===== src/rtl/mask_index_encoder.sv =====
// mask_index_encoder: serially emits the index of every set bit of an accepted mask, lowest first.
// Optional out_remaining popcount port is enabled by defining MASK_INDEX_ENCODER_CNT_EN.
module mask_index_encoder #(
  parameter int WIDTH = 8,
  parameter int IDX_W = 3
) (
  input  logic             clk,
  input  logic             reset,
  input  logic             in_valid,
  output logic             in_ready,
  input  logic [WIDTH-1:0] in_data,
  output logic             out_valid,
  input  logic             out_ready,
  output logic [IDX_W-1:0] out_idx,
  output logic             out_last,
  output logic             zero_mask
`ifdef MASK_INDEX_ENCODER_CNT_EN
  ,
  output logic [IDX_W:0]   out_remaining
`endif
);

  // state | meaning
  // IDLE  | waiting for a mask, in_ready high
  // BUSY  | presenting lowest remaining set bit of mask_q
  typedef enum logic {
    IDLE = 1'b0,
    BUSY = 1'b1
  } state_t;

  generate
    if (WIDTH < 2) begin : g_width_chk
      $error("mask_index_encoder: WIDTH must be >= 2");
    end
    if (IDX_W != $clog2(WIDTH)) begin : g_idx_chk
      $error("mask_index_encoder: IDX_W must equal $clog2(WIDTH)");
    end
  endgenerate

  state_t           state_q, state_d;
  logic [WIDTH-1:0] mask_q, mask_d;
  logic             zero_q, zero_d;
  logic [IDX_W-1:0] idx_lo;
  logic [WIDTH-1:0] mask_cleared;
  logic             one_bit;
  logic             in_fire;
  logic             out_fire;

  // Scan downward so the lowest set bit wins; an empty mask yields index 0.
  always_comb begin
    idx_lo = '0;
    for (int i = WIDTH - 1; i >= 0; i--) begin
      if (mask_q[i]) idx_lo = IDX_W'(i);
    end
  end

  assign mask_cleared = mask_q & (mask_q - WIDTH'(1));
  assign one_bit      = (mask_q != '0) && (mask_cleared == '0);

  assign in_ready  = (state_q == IDLE);
  assign out_valid = (state_q == BUSY);
  assign out_idx   = idx_lo;
  assign out_last  = (state_q == BUSY) && one_bit;
  assign zero_mask = zero_q;

  assign in_fire  = in_valid && in_ready;
  assign out_fire = out_valid && out_ready;

  always_comb begin
    state_d = state_q;
    mask_d  = mask_q;
    zero_d  = 1'b0;
    case (state_q)
      IDLE: begin
        if (in_fire) begin
          if (in_data == '0) begin
            zero_d = 1'b1;
          end else begin
            mask_d  = in_data;
            state_d = BUSY;
          end
        end
      end
      BUSY: begin
        if (out_fire) begin
          mask_d = mask_cleared;
          if (one_bit) state_d = IDLE;
        end
      end
      default: begin
        state_d = IDLE;
        mask_d  = '0;
      end
    endcase
  end

  always_ff @(posedge clk) begin
    if (reset) begin
      state_q <= IDLE;
      mask_q  <= '0;
      zero_q  <= 1'b0;
    end else begin
      state_q <= state_d;
      mask_q  <= mask_d;
      zero_q  <= zero_d;
    end
  end

`ifdef MASK_INDEX_ENCODER_CNT_EN
  // mask_q is cleared in IDLE, so the popcount is naturally 0 there.
  always_comb begin
    out_remaining = '0;
    for (int i = 0; i < WIDTH; i++) begin
      out_remaining = out_remaining + (IDX_W + 1)'(mask_q[i]);
    end
  end
`endif

endmodule


===== config.mk =====
export PLATFORM = sky130hd
export DESIGN_NAME = mask_index_encoder
export DESIGN_NICKNAME = d
export VERILOG_FILES = /design/src/rtl/mask_index_encoder.sv
export SDC_FILE = /design/constraint.sdc
export NUM_CORES = 1
export LEC_CHECK = 0
export BUFFER_PORTS_ARGS = -buffer_cell sky130_fd_sc_hd__buf_2
export CAP_MARGIN = 15
export CORE_MARGIN = 1
export CORE_UTILIZATION = 44
export DETAILED_ROUTE_END_ITERATION = 8
export GPL_ROUTABILITY_DRIVEN = 0
export PLACE_DENSITY = 0.72
export SYNTH_ARGS = -nofsm -noshare
export SYNTH_HDL_FRONTEND = slang
export SYNTH_SLANG_ARGS = --single-unit
export TNS_END_PERCENT = 50

===== constraint.sdc =====
create_clock -name clk -period 1.8 [get_ports clk]
set_clock_uncertainty 0.15 [all_clocks]
set_input_delay 0.09 -clock clk [delete_from_list [all_inputs] [get_ports clk]]
set_output_delay 0.09 -clock clk [all_outputs]
set_load 0.01 [all_outputs]

==> impl_metrics.env, run 1 <==
export IMPL_status="finished with violations"
export IMPL_violations="setup timing"
export IMPL_worst_ep_required_time_ns=1.56
export IMPL_die_h_um=40.46
export IMPL_place_hpwl_mm=1.313
export IMPL_ys_types=34
export IMPL_via_count=813
export IMPL_grt_setup_unrepaired="true"
export IMPL_final_nets=132
export IMPL_yosysWarnings=0
export IMPL_crit_type="flop to output pin"
export IMPL_syn_nets=92
export IMPL_cp_start_kind="flop"
export IMPL_cp_num_buf_inv=1
export IMPL_placedCellCount=118
export IMPL_cp_max_fo=3
export IMPL_share_comb_of_total_power=0.409
export IMPL_viasPerCell=6.067
export IMPL_drc=0
export IMPL_end_kind="output pin"
export IMPL_ant_nets=0
export IMPL_pwr_share_clk=0.265
export IMPL_setup_worst_path_start="mask_q[0]"
export IMPL_maxSlewHeadroom=0.7723
export IMPL_internal_power_uw=532.8
export IMPL_initial_core_util=0.4878
export IMPL_dpl_cell_area_um2=810.8
export IMPL_diodes=0
export IMPL_powerDensity_nw_per_um2=795.6
export IMPL_total_leakage_power_nw=0.4168
export IMPL_portBuffers=18
export IMPL_worstPathArrival_ns=1.86
export IMPL_die_width_um=40.46
export IMPL_synth_seq_area_share=0.3077
export IMPL_tightest_slew_ns=0.3412
export IMPL_die_area_um2=1637
export IMPL_clock_path_buffers=2
export IMPL_power_uw=804.3
export IMPL_seqPwrFrac=0.326
export IMPL_synthesis_area_um2=650.6
export IMPL_fillers=100
export IMPL_gr_total_overflow=0
export IMPL_drive_gt1_frac=0.3866
export IMPL_slowest_stage="or4_4"
export IMPL_fin_area_um2=1011
export IMPL_syn_inst=80
export IMPL_hold_end="mask_q[7]"
export IMPL_whs_path_depth=3
export IMPL_cts_root_buf="clkbuf_4"
export IMPL_yosys_area_share_simple=0.3231
export IMPL_hold_start="in_data[7]"
export IMPL_fin_crit_ns=2.098
export IMPL_setup_viol=11
export IMPL_drt_pass1_iter_count=4
export IMPL_yosysTopAreaCell="dfxtp_1"
export IMPL_cts_htree_levels=1
export IMPL_final_hold_violation_count=0
export IMPL_fin_ws_ns=-0.2985
export IMPL_clk_pin_slew_ns=0.07
export IMPL_wl_per_cell_um=16.46
export IMPL_cpLargestDelayFamily="simple AND/OR/NAND/NOR gates"
export IMPL_cts_tree="yes"
export IMPL_grt_max_degree=13
export IMPL_wirelength_mm=2.205
export IMPL_finalSetupTns_ns=-0.6548
export IMPL_utilization=0.7580
export IMPL_switching_share=0.3376
export IMPL_finalCritPeriodShare=1.166
export IMPL_core_area_um2=1334
export IMPL_reg2reg_slack_ns=0.07
export IMPL_synthMuxAreaShare=0
export IMPL_slowest_delay_ns=0.57
export IMPL_grt_usage=0.2976
export IMPL_area_growth_pct=55.38
export IMPL_grt_pass1_vias=691
export IMPL_syn_avg_cell_area_um2=8.133
export IMPL_drv_cap=0
export IMPL_drv_slew=0
export IMPL_cts_made_buffers=3
export IMPL_synth_compound_area_frac=0.3038
export IMPL_final_cells=134
export IMPL_clock_sinks=10
export IMPL_r2r_end="out_valid"
export IMPL_reg2regPathDepth=5
export IMPL_synth_xor_xnor_area_share=0.01346
export IMPL_synth_top_family_by_area="simple AND/OR/NAND/NOR gates"
export IMPL_antenna_found_initial=0
export IMPL_fmax_mhz=476.5
export IMPL_min_path_type="input port to flop"
export IMPL_synth_top_cell_area_share=0.3077
export IMPL_r2r_start="mask_q[0]"
export IMPL_synthAdderAreaFrac=0
export IMPL_max_vdd_ir_drop_mv=0.5172
export IMPL_grt_pass1_wl_mm=3.111
export IMPL_drt_iter0_markers=46
export IMPL_path_cells="or4_4 > nor4b_2 > a211o_1 > and3_4 > buf_6"
export IMPL_synth_seq_cells=10
export IMPL_rows=13
export IMPL_insertion_delay_ns=0.28
export IMPL_ios=19
export IMPL_synth_area_leaders="dfxtp_1, a21oi_1, nand2b_1, nor2_1, a2111oi_4"
export IMPL_p_sw_uw=271.5
-- power by group through the flow --
stage          clock [mW]  sequential [mW]  combinational (mW)
2_1_floorplan           0            0.264               0.160
3_3_place_gp            0            0.264               0.248
3_5_place_dp            0            0.265               0.254
4_1_cts             0.214            0.261               0.291
5_1_grt             0.228            0.265               0.355
6_report            0.213            0.262               0.329
-- worst max path at each step --
stage	slack, ns	to	cells past startpoint
after floorplan	0.02	out_last	4
after global placement	-0.04	out_last	5
final	-0.30	out_last	5
after detailed placement	-0.07	out_last	5
after CTS	-0.30	out_last	5
after global routing	-0.38	out_last	5
-- tightest hold or removal path, stage by stage --
cell	delay (ns)
buf_2	0.12
a21oi_1	0.13
nor3_1	0.06
-- sequential cells by signal, summed over array words and instances (netlist names) --
name / flops
mask_q: 8
out_valid: 1
zero_mask: 1
-- layout make-up --
class | instances | area (um2) | area share
clock buffers | 4 | 36.28 | 0.03589
inverters | 3 | 11.26 | 0.01114
multi-input cells | 63 | 457.9 | 0.4530
flip-flops and latches | 10 | 202.7 | 0.2005
well taps | 15 | 18.77 | 0.01856
repair buffers | 39 | 284.0 | 0.2809
-- per-layer routing --
layer / global-route usage / part of all wire
met1: 0.3389 / 0.43
met2: 0.4960 / 0.51
met3: 0.1111 / 0.043
met4: 0.1167 / 0.015
met5: 0 / 0
-- what timing repair did --
item                                    CTS  global route
endpoints found under the hold margin     9             4
gates cloned                              0             1
hold buffers                              8             3
pin swaps                                 4             5
endpoints found under the setup margin    2            11
gates resized for setup                   4             7
setup buffers                             1             3
-- cell usage in the layout (no fill, tap or decap), types with 2 or more instances in the layout --
cell type	count
buf_2	17
buf_4	11
nor2_1	8
dfxtp_1	8
a21oi_1	7
dlygate4sd3_1	7
nand2b_1	5
nor3_1	4
nand2_1	4
inv_1	3
o21ai_1	3
nand3b_1	3
a32oi_1	3
clkbuf_4	3
buf_6	3
or4_4	2
nor2b_1	2
dfxtp_2	2
-- logic make-up (layout without fill, tap and decap cells) --
family | count (synthesis) | count (layout)
simple gates | 36 | 36
compound gates | 26 | 26
flops | 10 | 10
buf+inv | 7 | 46
xor+xnor | 1 | 1
-- synthesized netlist by cell type --
cell	count
a221oi_1	1
o21ai_2	1
nor4b_1	1
o21bai_1	1
nor3b_1	1
nand3b_1	3
nand2_1	4
and3_1	2
o21ai_1	3
or4_1	2
buf_6	1
a2111oi_4	1
a22oi_1	1
a222oi_1	1
o31ai_1	1
o21a_1	1
a21oi_1	8
nor2_1	8
nand2b_1	5
o21ai_0	1
clkbuf_1	3
nor4_2	1
dfxtp_1	10
inv_1	3
a211o_1	1
a21boi_1	1
a221o_1	1
or4_4	1
nor2b_1	2
nor3_1	4
xnor2_1	1
nand3_1	1
a32oi_1	3
nand4_1	1
-- stage by stage --
stage	setup slack, ns	hold WS [ns]
after floorplan	0.01830	0.04848
after global placement	-0.03767	0.1559
after detailed placement	-0.07483	0.1623
after CTS	-0.2972	0.01870
after global routing	-0.3812	0.04200
final	-0.2985	0.02966
Note: power is estimated with default switching activity, not from simulation.
==> run 2, diff against run 1 <==
==> constraint.sdc (replaced) <==
create_clock -name clk -period 1.8 [get_ports clk]
set_clock_uncertainty 0.15 [all_clocks]
set_input_delay 0.18 -clock clk [delete_from_list [all_inputs] [get_ports clk]]
set_output_delay 0.18 -clock clk [all_outputs]
set_load 0.01 [all_outputs]
==> impl_metrics.env, run 2 (synthesized netlist as in run 1, its figures left out) <==
export IMPL_status="finished with violations"
export IMPL_violations="setup timing"
export IMPL_die_width_um=40.46
export IMPL_p_sw_uw=260.9
export IMPL_end_kind="output pin"
export IMPL_crit_type="flop to output pin"
export IMPL_fin_ws_ns=-0.3672
export IMPL_wl_per_cell_um=15.01
export IMPL_total_leakage_power_nw=0.3926
export IMPL_grt_pass1_wl_mm=2.849
export IMPL_cp_max_fo=3
export IMPL_viasPerCell=5.977
export IMPL_die_h_um=40.46
export IMPL_share_comb_of_total_power=0.405
export IMPL_min_path_type="input port to flop"
export IMPL_diodes=0
export IMPL_seqPwrFrac=0.331
export IMPL_cp_num_buf_inv=1
export IMPL_drc=0
export IMPL_worst_ep_required_time_ns=1.47
export IMPL_grt_max_degree=13
export IMPL_fin_crit_ns=2.167
export IMPL_tightest_slew_ns=0.3937
export IMPL_antenna_found_initial=0
export IMPL_setup_viol=3
export IMPL_final_nets=127
export IMPL_dpl_cell_area_um2=833.3
export IMPL_slowest_stage="or4_4"
export IMPL_portBuffers=18
export IMPL_cp_start_kind="flop"
export IMPL_slowest_delay_ns=0.58
export IMPL_place_hpwl_mm=1.342
export IMPL_final_common_cell="buf_2"
export IMPL_clock_path_buffers=2
export IMPL_place_ws_ns=-0.09397
export IMPL_clock_sinks=10
export IMPL_via_count=771
export IMPL_finalCritPeriodShare=1.204
export IMPL_cpLargestDelayFamily="simple AND/OR/NAND/NOR gates"
export IMPL_drt_pass1_iter_count=5
export IMPL_drt_iter0_markers=59
export IMPL_cts_tree="yes"
export IMPL_die_area_um2=1637
export IMPL_rows=13
export IMPL_final_cells=129
export IMPL_reg2reg_slack_ns=-0.12
export IMPL_initial_core_util=0.4878
export IMPL_drv_cap=0
export IMPL_drive_gt1_frac=0.3947
export IMPL_cts_root_buf="clkbuf_4"
export IMPL_power_uw=787.5
export IMPL_final_hold_violation_count=0
export IMPL_path_cells="or4_4 > nor4b_4 > a211o_1 > and3_4 > buf_6"
export IMPL_cts_made_buffers=3
export IMPL_internal_power_uw=526.6
export IMPL_ant_nets=0
export IMPL_switching_share=0.3313
export IMPL_fmax_mhz=461.4
export IMPL_final_cell_mix="buf_2, buf_4, nor2_1, a21oi_1, dfxtp_1"
export IMPL_grt_pass1_vias=621
export IMPL_utilization=0.7139
export IMPL_regArea_um2=202.7
export IMPL_core_area_um2=1334
export IMPL_powerDensity_nw_per_um2=827.1
export IMPL_fin_area_um2=952.2
export IMPL_gr_total_overflow=0
export IMPL_cts_htree_levels=1
export IMPL_largest_register_ffs=8
export IMPL_placedCellCount=120
export IMPL_ios=19
export IMPL_drv_slew=0
export IMPL_multi_input_area_um2=459.2
export IMPL_pwr_share_clk=0.264
export IMPL_max_vdd_ir_drop_mv=0.4308
export IMPL_worstPathArrival_ns=1.84
export IMPL_fillers=112
export IMPL_insertion_delay_ns=0.27
export IMPL_area_growth_pct=46.35
export IMPL_grt_usage=0.2733
export IMPL_wirelength_mm=1.936
export IMPL_grt_setup_unrepaired="true"
export IMPL_maxSlewHeadroom=0.7372
export IMPL_clk_pin_slew_ns=0.07
export IMPL_top_register="mask_q"
## run 2: power by group through the flow
stage          Clock (mW)  Sequential [mW]  Combinational, mW
3_5_place_dp            0            0.263              0.265
2_1_floorplan           0            0.265              0.162
6_report            0.208            0.261              0.319
3_3_place_gp            0            0.262              0.260
5_1_grt             0.228            0.263              0.344
4_1_cts             0.213            0.258              0.294
## run 2: path summary, 6_finish.rpt
check                  start        end  cells past startpoint
setup / recovery   mask_q[3]   out_last                      5
hold / removal    in_data[6]  mask_q[6]                      3
setup reg to reg   mask_q[3]  out_valid                      7
hold reg to reg    mask_q[3]  mask_q[3]                      3
## run 2: layout make-up
class,count,share of cell area
Clock buffer,4,0.03811
Multi-Input combinational cell,63,0.4823
Tap cell,15,0.01971
Inverter,3,0.01183
Sequential cell,10,0.2129
Timing Repair Buffer,34,0.2352
## run 2: worst min-delay path: stages
cell and delay (ns):
buf_2 0.09, a32oi_1 0.05, nor2_1 0.08
## run 2: what timing repair did
| action | in CTS | in global routing |
|---|---|---|
| gates resized for setup | 3 | 2 |
| hold buffers | 3 | 0 |
| endpoints found under the hold margin | 3 | 0 |
| endpoints found under the setup margin | 2 | 5 |
| pin swaps | 2 | 1 |
| setup buffers | 1 | 1 |
## run 2: metrics by stage
step / setup TNS [ns] / hold slack (ns)
floorplan: -0.008990 / 0.1385
global placement: -0.06549 / 0.2578
finish: -0.5959 / 0.01395
CTS: -0.4582 / 0.003487
detailed placement: -0.09397 / 0.2573
global route: -0.8609 / 0.02798
## run 2: per-layer routing
| metal | global-route usage | share of wire | vias to the layer above |
|---|---|---|---|
| met2 | 0.4365 | 0.49 | 35 |
| li1 | - | - | 376 |
| met3 | 0.06667 | 0.070 | 4 |
| met4 | 0.1250 | 0.010 | 0 |
| met5 | 0 | 0 | - |
| met1 | 0.3411 | 0.43 | 356 |
==> run 3, diff against run 2 <==
--- a/config.mk
+++ b/config.mk
@@ -6,4 +6,5 @@
 export NUM_CORES = 1
 export LEC_CHECK = 0
+export ABC_AREA = 1
 export BUFFER_PORTS_ARGS = -buffer_cell sky130_fd_sc_hd__buf_2
 export CAP_MARGIN = 15
==> constraint.sdc (replaced) <==
create_clock -name clk -period 1.8 [get_ports clk]
set_clock_uncertainty 0.15 [all_clocks]
set_input_delay 0.36 -clock clk [delete_from_list [all_inputs] [get_ports clk]]
set_output_delay 0.36 -clock clk [all_outputs]
set_load 0.01 [all_outputs]
==> impl_metrics.env, run 3 <==
export IMPL_r2r_start="mask_q[1]"
export IMPL_synth_seq_cells=10
export IMPL_synth_seq_area_share=0.3048
export IMPL_cp_max_fo=4
export IMPL_fin_crit_ns=1.961
export IMPL_final_hold_violation_count=0
export IMPL_yosysMostFrequentCell="nand2_1"
export IMPL_synth_common_cells="nand2_1, nor2_1, o21ai_0, dfxtp_1, inv_1"
export IMPL_reg2regPathDepth=8
export IMPL_ios=19
export IMPL_ys_async_sr_fraction=0
export IMPL_synth_ff_type="dfxtp_1"
export IMPL_diodes=0
export IMPL_yosysWarnings=0
export IMPL_via_count=743
export IMPL_area_growth_pct=25.52
export IMPL_top_layer="met4"
export IMPL_end_kind="output pin"
export IMPL_syn_nets=124
export IMPL_drv_cap=0
export IMPL_drive_gt1_frac=0.3284
export IMPL_cts_made_buffers=3
export IMPL_crit_type="flop to output pin"
export IMPL_top_register="mask_q"
export IMPL_status="finished with violations"
export IMPL_ys_types=19
export IMPL_wl_met1_um=804
export IMPL_reg2reg_slack_ns=0.44
export IMPL_gr_total_overflow=0
export IMPL_violations="setup timing"
export IMPL_tightest_slew_ns=0.2445
export IMPL_min_path_type="input port to flop"
export IMPL_grt_pass1_vias=504
export IMPL_core_area_um2=1350
export IMPL_yosysTopAreaCell="dfxtp_1"
export IMPL_synth_area_leaders="dfxtp_1, nand2_1, nor2_1, o21ai_0, inv_1"
export IMPL_r2r_end="out_valid"
export IMPL_portBuffers=18
export IMPL_wl_met2_um=652
export IMPL_worst_ep_required_time_ns=1.29
export IMPL_largest_register_ffs=8
export IMPL_fillers=133
export IMPL_drt_iter0_markers=17
export IMPL_viasPerCell=4.987
export IMPL_clk_pin_slew_ns=0.06
export IMPL_syn_avg_cell_area_um2=5.865
export IMPL_die_area_um2=1652
export IMPL_cts_root_buf="clkbuf_4"
export IMPL_grt_max_degree=17
export IMPL_final_nets=148
export IMPL_ant_nets=0
export IMPL_drv_slew=0
export IMPL_rows=13
export IMPL_wirelength_mm=1.601
export IMPL_whs_path_depth=2
export IMPL_finalCritPeriodShare=1.089
export IMPL_regArea_um2=206.4
export IMPL_setup_viol=1
export IMPL_whs_ns=0.1236
export IMPL_grt_usage=0.2084
export IMPL_clock_path_buffers=2
export IMPL_final_cell_mix="nand2_1, nor2_1, buf_2"
export IMPL_antenna_found_initial=0
export IMPL_max_vdd_ir_drop_mv=0.4510
export IMPL_maxSlewHeadroom=0.8368
export IMPL_total_leakage_power_nw=0.4323
export IMPL_hold_start="reset"
export IMPL_syn_inst=112
export IMPL_drc=0
export IMPL_dpl_cell_area_um2=775.7
export IMPL_grt_setup_unrepaired="true"
export IMPL_initial_core_util=0.4866
export IMPL_die_h_um=40.64
export IMPL_synthesis_area_um2=656.9
export IMPL_synth_top_cell_area_share=0.3048
export IMPL_multi_input_area_um2=417.9
export IMPL_clock_sinks=10
export IMPL_worstPathArrival_ns=1.45
export IMPL_fin_area_um2=824.5
export IMPL_place_hpwl_mm=1.202
export IMPL_utilization=0.6108
export IMPL_grt_pass1_wl_mm=2.166
export IMPL_cts_tree="yes"
export IMPL_drt_pass1_iter_count=4
export IMPL_hold_end="mask_q[0]"
export IMPL_cts_htree_levels=1
export IMPL_powerDensity_nw_per_um2=845.2
export IMPL_fmax_mhz=510.0
export IMPL_fin_ws_ns=-0.1608
export IMPL_wl_per_cell_um=10.74
export IMPL_synth_enable_flop_cells=0
export IMPL_final_common_cell="nand2_1"
export IMPL_routed_wl_met3_um=120
export IMPL_insertion_delay_ns=0.27
export IMPL_die_width_um=40.64
export IMPL_cp_start_kind="flop"
-- run 3: cell count changes in the layout (fill, tap and decap cells not counted), sizes merged, moves of 4 or more --
cell / previous run / this run
o21ai: 5 / 16
nand2b: 5 / 0
nand2: 4 / 31
inv: 3 / 13
a21oi: 8 / 4
nor2: 8 / 29
buf: 31 / 20
-- run 3: logic make-up (layout without fill, tap and decap cells) --
logic type / Yosys count / after routing / synth area share
DFF: 10 / 10 / 0.3048
AOI/OAI and AO/OA: 21 / 21 / 0.1752
and+or+nand+nor: 66 / 66 / 0.4305
buffers and inverters: 15 / 37 / 0.08951
-- run 3: final cells by class --
cell class              count  share of cell area
clock buffers               3             0.02731
repair buffers             20              0.1275
flip-flops and latches     10              0.2504
inverters                  14             0.06525
well taps                  15             0.02276
multi-input cells          87              0.5068
-- run 3: repair_timing --
| action | CTS | global route |
|---|---|---|
| setup buffers | 0 | 0 |
| resized for setup | 6 | 4 |
| hold buffers | 0 | 0 |
| setup endpoints to repair | 1 | 3 |
| cloned | 0 | 0 |
| pin swaps | 4 | 0 |
-- run 3: layer usage --
layer / vias to the layer above / track usage
met5: - / 0
met4: 0 / 0.1000
met3: 3 / 0.06522
met2: 28 / 0.2698
met1: 312 / 0.3036
li1: 400 / -
-- run 3: worst max path at each step --
| stage | from | end | slack [ns] | cells past startpoint |
|---|---|---|---|---|
| after floorplan | mask_q[0] | out_last | 0.22 | 7 |
| after global placement | mask_q[0] | out_last | 0.10 | 10 |
| after detailed placement | mask_q[0] | out_last | 0.08 | 10 |
| after CTS | mask_q[1] | out_last | -0.14 | 10 |
| after global routing | mask_q[1] | out_last | -0.29 | 8 |
| final | mask_q[1] | out_last | -0.16 | 8 |
-- run 3: power breakdown --
| group | total [mW] | internal [mW] | switching (mW) | leakage, nW |
|---|---|---|---|---|
| clock | 0.155 | 0.0774 | 0.0775 | 0.0138 |
| combinational | 0.266 | 0.104 | 0.162 | 0.334 |
| sequential | 0.276 | 0.246 | 0.0299 | 0.0843 |
-- run 3: stage by stage --
| step | cells | worst slack [ns] | power (mW) | TNS, ns |
|---|---|---|---|---|
| floorplan | 112 | 0.2166 | 0.4484 | 0 |
| global placement | 146 | 0.1046 | 0.5246 | 0 |
| detailed placement | 146 | 0.07832 | 0.5276 | 0 |
| CTS | 149 | -0.1438 | 0.6909 | -0.1438 |
| global route | 149 | -0.2883 | 0.7502 | -0.3154 |
| finish | 149 | -0.1608 | 0.6969 | -0.1608 |
-- run 3: worst max-delay path, cell delays in order, from the launching register on --
cell	delay, ns
dfxtp_2	0.34
nor2_4	0.16
nand2_1	0.10
o21ai_2	0.15
nand2_1	0.07
nor2_2	0.10
nand2_1	0.06
nor2_1	0.07
buf_2	0.13
